## src/rtl/qlearn_pkg.sv

```systemverilog
// qlearn_pkg: shared encodings, status codes, stage indices and table address map for the Q-routing stage chain
package qlearn_pkg;
  typedef enum logic [2:0] {S_IDLE, S_CLEAR, S_START, S_RUN, S_FINISH} state_t;
  localparam logic [1:0] ST_OK = 2'b00;
  localparam logic [1:0] ST_ABORT = 2'b01;
  localparam logic [1:0] ST_TIMEOUT = 2'b10;
  localparam int STG_LEARN = 0;
  localparam int STG_SINK = 1;
  localparam int STG_AGGR = 2;
  localparam int STG_NEIGH = 3;
  localparam int STG_FWD = 4;
  localparam int STG_REWARD = 5;
  localparam int STG_UPDATE = 6;
  localparam int STG_EXPLORE = 7;
  localparam int STG_SELECT = 8;
  localparam logic [15:0] QTAB_BASE = 16'h0000;
  localparam logic [15:0] COST_BASE = 16'h0100;
  localparam logic [15:0] NEIGH_BASE = 16'h0200;
  localparam logic [15:0] PKT_BASE = 16'h0300;
endpackage

```

## src/rtl/stage_watchdog.sv

```systemverilog
// stage_watchdog: per-stage run timer that flags the last permitted RUN cycle
module stage_watchdog #(
  parameter int TIMEOUT = 1024
) (
  input  logic clock,
  input  logic nrst,
  input  logic clr,
  input  logic en,
  output logic timeout
);
  localparam int TW = TIMEOUT > 1 ? $clog2(TIMEOUT) : 1;
  logic [TW-1:0] timer;
  // cleared while a stage is being started, counts every RUN cycle
  always_ff @(posedge clock or negedge nrst) begin
    if (!nrst) timer <= '0;
    else if (clr) timer <= '0;
    else if (en) timer <= timer + 1'b1;
  end
  assign timeout = en && timer == TW'(TIMEOUT - 1);
endmodule

```

## src/rtl/qlearn_stage_sequencer.sv

```systemverilog
// qlearn_stage_sequencer: per-packet FSM that starts each Q-routing stage in turn and owns the shared memory mux
module qlearn_stage_sequencer
  import qlearn_pkg::*;
#(
  parameter int NUM_STAGES = 9,
  parameter int SEL_WIDTH = 4,
  parameter int CLEAR_CYCLES = 2,
  parameter int TIMEOUT = 1024,
  parameter int WORD_WIDTH = 16
) (
  input  logic                  clock,
  input  logic                  nrst,
  input  logic                  pkt_valid,
  output logic                  pkt_ready,
  output logic [NUM_STAGES-1:0] stage_start,
  input  logic [NUM_STAGES-1:0] stage_done,
  input  logic [NUM_STAGES-1:0] stage_abort,
  output logic [SEL_WIDTH-1:0]  mem_sel,
  output logic                  mem_wr_gate,
  output logic                  sub_nrst,
  output logic                  busy,
  output logic                  pkt_done,
  output logic [1:0]            pkt_status,
  output logic [SEL_WIDTH-1:0]  end_stage,
  output logic [WORD_WIDTH-1:0] pkt_count
);
  localparam int CW = $clog2(CLEAR_CYCLES + 1);
  state_t state, next_state;
  logic [SEL_WIDTH-1:0] stage;
  logic [CW-1:0] clr_cnt;
  logic sub_q, done, abort_req, last, timeout;
  assign done = stage_done[stage];
  assign abort_req = stage_abort[stage];
  assign last = stage == SEL_WIDTH'(NUM_STAGES - 1);
  assign sub_nrst = sub_q;
  stage_watchdog #(.TIMEOUT(TIMEOUT)) u_wd (
    .clock  (clock),
    .nrst   (nrst),
    .clr    (state == S_START),
    .en     (state == S_RUN),
    .timeout(timeout)
  );
  // state register
  always_ff @(posedge clock or negedge nrst) begin
    if (!nrst) state <= S_IDLE;
    else state <= next_state;
  end
  // next state and Moore outputs; a done in the timeout cycle still advances
  always_comb begin
    next_state = state;
    pkt_ready = state == S_IDLE;
    busy = state != S_IDLE;
    pkt_done = state == S_FINISH;
    mem_wr_gate = state == S_START || state == S_RUN;
    mem_sel = mem_wr_gate ? stage : '0;
    stage_start = state == S_START ? NUM_STAGES'(1) << stage : '0;
    case (state)
      S_IDLE:   next_state = pkt_valid ? S_CLEAR : S_IDLE;
      S_CLEAR:  next_state = clr_cnt == CW'(CLEAR_CYCLES - 1) ? S_START : S_CLEAR;
      S_START:  next_state = S_RUN;
      S_RUN:    next_state = done ? (abort_req || last ? S_FINISH : S_START) : (timeout ? S_FINISH : S_RUN);
      S_FINISH: next_state = S_IDLE;
      default:  next_state = S_IDLE;
    endcase
  end
  // stage index, soft reset, clear counter and per-packet result registers
  always_ff @(posedge clock or negedge nrst) begin
    if (!nrst) begin
      stage <= '0;
      clr_cnt <= '0;
      sub_q <= 1'b0;
      pkt_status <= ST_OK;
      end_stage <= '0;
      pkt_count <= '0;
    end else begin
      sub_q <= next_state != S_CLEAR;
      clr_cnt <= state == S_CLEAR ? clr_cnt + 1'b1 : '0;
      stage <= state == S_CLEAR ? '0 : (state == S_RUN && done && !abort_req && !last) ? stage + 1'b1 : stage;
      if (state == S_IDLE && pkt_valid) begin
        pkt_status <= ST_OK;
        end_stage <= '0;
      end
      if (state == S_RUN && next_state == S_FINISH) begin
        pkt_status <= done ? (abort_req ? ST_ABORT : ST_OK) : ST_TIMEOUT;
        end_stage <= stage;
        if (done && !abort_req) pkt_count <= pkt_count + 1'b1;
      end
    end
  end
endmodule

```

## config.mk

```make
export PLATFORM = sky130hd
export DESIGN_NAME = qlearn_stage_sequencer
export DESIGN_NICKNAME = d
export VERILOG_FILES = /design/src/rtl/qlearn_pkg.sv /design/src/rtl/stage_watchdog.sv /design/src/rtl/qlearn_stage_sequencer.sv
export SDC_FILE = /design/constraint.sdc
export NUM_CORES = 1
export LEC_CHECK = 0
export ABC_AREA = 1
export ABC_CLOCK_PERIOD_IN_PS = 1500
export CAP_MARGIN = 20
export CORE_MARGIN = 3
export CORE_UTILIZATION = 46
export DETAILED_ROUTE_END_ITERATION = 6
export PLACE_DENSITY = 0.77
export SYNTH_ARGS = -nofsm -noshare
export SYNTH_HDL_FRONTEND = slang
export SYNTH_SLANG_ARGS = --single-unit
```

## constraint.sdc

```tcl
create_clock -name clock -period 1.5 [get_ports clock]
set_input_delay 0.225 -clock clock [delete_from_list [all_inputs] [get_ports clock]]
set_output_delay 0.225 -clock clock [all_outputs]
set_load 0.01 [all_outputs]
```

==> flow_metrics.py <==
metrics = {
    "timing": {
        "rsz0062_at_grt": "true",
        "fin_skew_ps": 17.8,
        "fmax_ghz": 0.541,
        "slew_viol_final": 0,
        "fin_crit_ps": 1850,
        "layout_setup_ws_ps": -348,
        "setup_viol": 47,
        "worst_pin_slew_ps": 270,
        "final_hold_viol_count": 0,
        "holdWs_ps": 412,
        "period_share_pct": 123,
        "maxSlewHeadroom_pct": 81.9,
    },
    "power": {
        "p_comb_share_pct": 51.9,
        "ir_drop_uv": 792,
        "p_int_w": 0.00325,
        "clkPwrFrac_pct": 21.6,
        "power_leakage_nw": 2.18,
        "p_sw_share_pct": 37.8,
        "power.density_nw_per_um2": 1150,
        "seq_power_share_pct": 26.5,
        "p_switching_w": 0.00197,
    },
    "floorplan": {
        "rows": 27,
        "dieWidth_um": 82.1,
        "die_h_um": 82.1,
        "start_util_pct": 48.1,
        "boundaryPins": 61,
        "core_area_um2": 5540,
        "die_area_um2": 6740,
    },
    "synthesis": {
        "yosysSeqAreaShare_pct": 39.4,
        "synth_area_per_cell_um2": 7.82,
        "yosysUniqueCellTypes": 31,
        "synthCells": 341,
        "synth_fp_nets": 371,
        "ys_ff_latch": 42,
        "synth_area_um2": 2670,
        "ys.warnings.count": 0,
    },
    "grt": {
        "grt_pass1_vias": 2800,
        "grt_max_degree": 43,
        "antenna_found_initial": 0,
        "grt_pass1_wl_mm": 12.5,
        "grt_overflow": 0,
        "track_usage_pct": 24.0,
    },
    "placed_design": {
        "io_buffers": 60,
        "dp_cells": 515,
        "gp_congestion": 0.859,
        "place_hpwl_mm": 4.98,
        "place_ws_ps": -258,
    },
    "route": {
        "viasPerCell": 5.25,
        "vias": 2896,
        "drtIter0Drc": 170,
        "ant_nets": 0,
        "firstDrtPassIters": 5,
        "wl_mm": 9.21,
        "drc_errors": 0,
        "wl_per_cell_um": 16.7,
    },
    "final_layout": {
        "fin_nets": 509,
        "fillers": 310,
        "utilization_pct": 82.2,
        "drive_gt1_share_pct": 47.7,
        "syn2layout_area_growth_pct": 70.8,
        "final_cells": 552,
        "antenna_cells": 0,
    },
    "critical_path": {
        "cp.arrival_ps": 2040,
        "worst-setup-path-type": "register to register",
        "worstPathRequired_ps": 1690,
        "critPathMaxFanout": 8,
        "cp-end-kind": "register",
        "startpoint_type": "register",
    },
    "cts": {
        "cts_sinks": 42,
        "cts-root-buf": "clkbuf_8",
        "clkTransAtPathRegs_ps": 100,
        "clock_path_buffers": 2,
        "tritoncts": "yes",
        "htreeDepth": 2,
        "cts_buffers": 5,
        "clkLatencyLatePin_ps": 310,
    },
    "job": {
        "cap_viol_max_count": 0,
    },
    "hold_path": {
        "hp-class": "input port to asynchronous set/reset pin",
    },
    "outcome": {
        "violations": "negative setup slack",
        "status": "finished, violations left",
    },
}
cells in the mapped netlist (all sizes together):
| master | count | share of area (%) |
|---|---|---|
| nand4 | 3 | 1.3 |
| xor2 | 7 | 2.3 |
| inv | 58 | 8.2 |
| a21oi | 7 | 1.3 |
| a31oi | 1 | 0.23 |
| ha | 9 | 4.2 |
| o21ai | 21 | 6.1 |
| clkinv | 1 | 0.19 |
| clkbuf | 1 | 0.14 |
| nor3b | 2 | 0.75 |
| nand2 | 77 | 11 |
| buf | 6 | 2.2 |
| dfrtp | 42 | 39 |
| a22o | 1 | 0.33 |
| nor2 | 34 | 5.8 |
| xnor2 | 9 | 3.0 |
| nand3 | 46 | 10 |
| nor3 | 16 | 3.0 |
layout make-up:
type | instances | area [um2] | share of cell area (%)
clock buffers | 6 | 82.6 | 1.81
clock inverters | 2 | 60.1 | 1.32
inverters | 59 | 241 | 5.30
multi-input cells | 233 | 1750 | 38.4
flip-flops and latches | 42 | 1060 | 23.2
well taps | 72 | 90.1 | 1.98
repair buffers | 138 | 1270 | 27.9
cells by family (layout without fill, tap and decap cells):
logic type	Yosys count	in the layout	synth area share, %
AND/OR/NAND/NOR	178	178	32.5
buffers and inverters	66	205	10.7
XOR/XNOR	16	16	5.26
AO/OA/AOI/OAI	30	30	7.93
adder cells (fa/ha/maj)	9	9	4.23
flip-flops	42	42	39.4
power groups by stage:
stage	registers [W]	logic, W	clock network (W)
after floorplan	0.00144	0.000888	0
after global placement	0.00139	0.00176	0
after detailed placement	0.00140	0.00181	0
after CTS	0.00137	0.00217	0.00112
after global routing	0.00140	0.00290	0.00118
final	0.00138	0.00271	0.00113
critical path: stages (launching register included):
cell and delay (ps):
dfrtp_1 440, buf_6 150, inv_6 60, ha_2 190, nand2_2 80, buf_4 180
inv_2 80, nand4_4 200, buf_12 220, xnor2_2 120
per-stage QoR:
stage | power, W | TNS (ps) | cell area [um2]
6_report | 0.00523 | -11520 | 4550
4_1_cts | 0.00466 | -8340 | 4170
2_1_floorplan | 0.00233 | 0 | 2680
5_1_grt | 0.00547 | -14240 | 4550
3_3_place_gp | 0.00315 | -7920 | 3690
3_5_place_dp | 0.00320 | -9310 | 3690
registers in the layout (all words and copies together), names as in the netlist:
signal      cells
stage           4
u_wd.timer     10
state           3
pkt_status      2
sub_nrst        1
pkt_count      16
clr_cnt         2
end_stage       4
path summary, 6_finish.rpt:
kind,end,slack [ps],start,cells after the start
worst max-delay path,pkt_count[0],-350,stage[0],9
worst min-delay path,u_wd.timer[8],410,nrst,3
worst max register to register,pkt_count[0],-350,stage[0],9
worst min register to register,clr_cnt[0],470,clr_cnt[0],1
max in group asynchronous,pkt_count[8],850,nrst,3
min in group clock,clr_cnt[0],470,clr_cnt[0],1
routing by layer:
layer  track usage, %  wire [um]  vias to the layer above
li1                 -          -                     1349
met1             26.6       3360                     1398
met2             44.7       5040                      121
met3             5.21        470                       28
met4             8.80        335                        0
met5                0          0                        -
repair_timing:
| item | 4_1_cts | 5_1_grt |
|---|---|---|
| hold endpoints to repair | 42 | 0 |
| setup endpoints to repair | 59 | 54 |
| pin swaps | 16 | 28 |
| buffers inserted | 17 | 13 |
| hold buffers | 1 | 0 |
| cloned | 2 | 0 |
| gates resized for setup | 134 | 84 |
layout by cell type (no fill, tap or decap), types with 2 or more instances in the layout:
cell type        count
buf_4               53
inv_1               45
nand2_1             37
dfrtp_1             36
clkdlybuf4s50_1     33
nand2_2             25
buf_6               23
nor2_1              22
nand3_1             22
nand3_2             18
nand2_4             15
o21ai_2             15
buf_2               12
inv_2                9
dlygate4sd2_1        9
nor2_4               8
nor3_2               8
xnor2_1              8
xor2_1               7
ha_1                 7
nand3_4              6
a21oi_1              6
nor3_1               6
clkbuf_8             6
dfrtp_2              6
o21ai_0              5
nor2_2               4
inv_4                2
nor3_4               2
inv_6                2
nor3b_2              2
nand4_1              2
bufinv_16            2
buf_16               2
dlymetal6s2s_1       2
buf_12               2
Note: power is estimated with default switching activity, not from simulation.
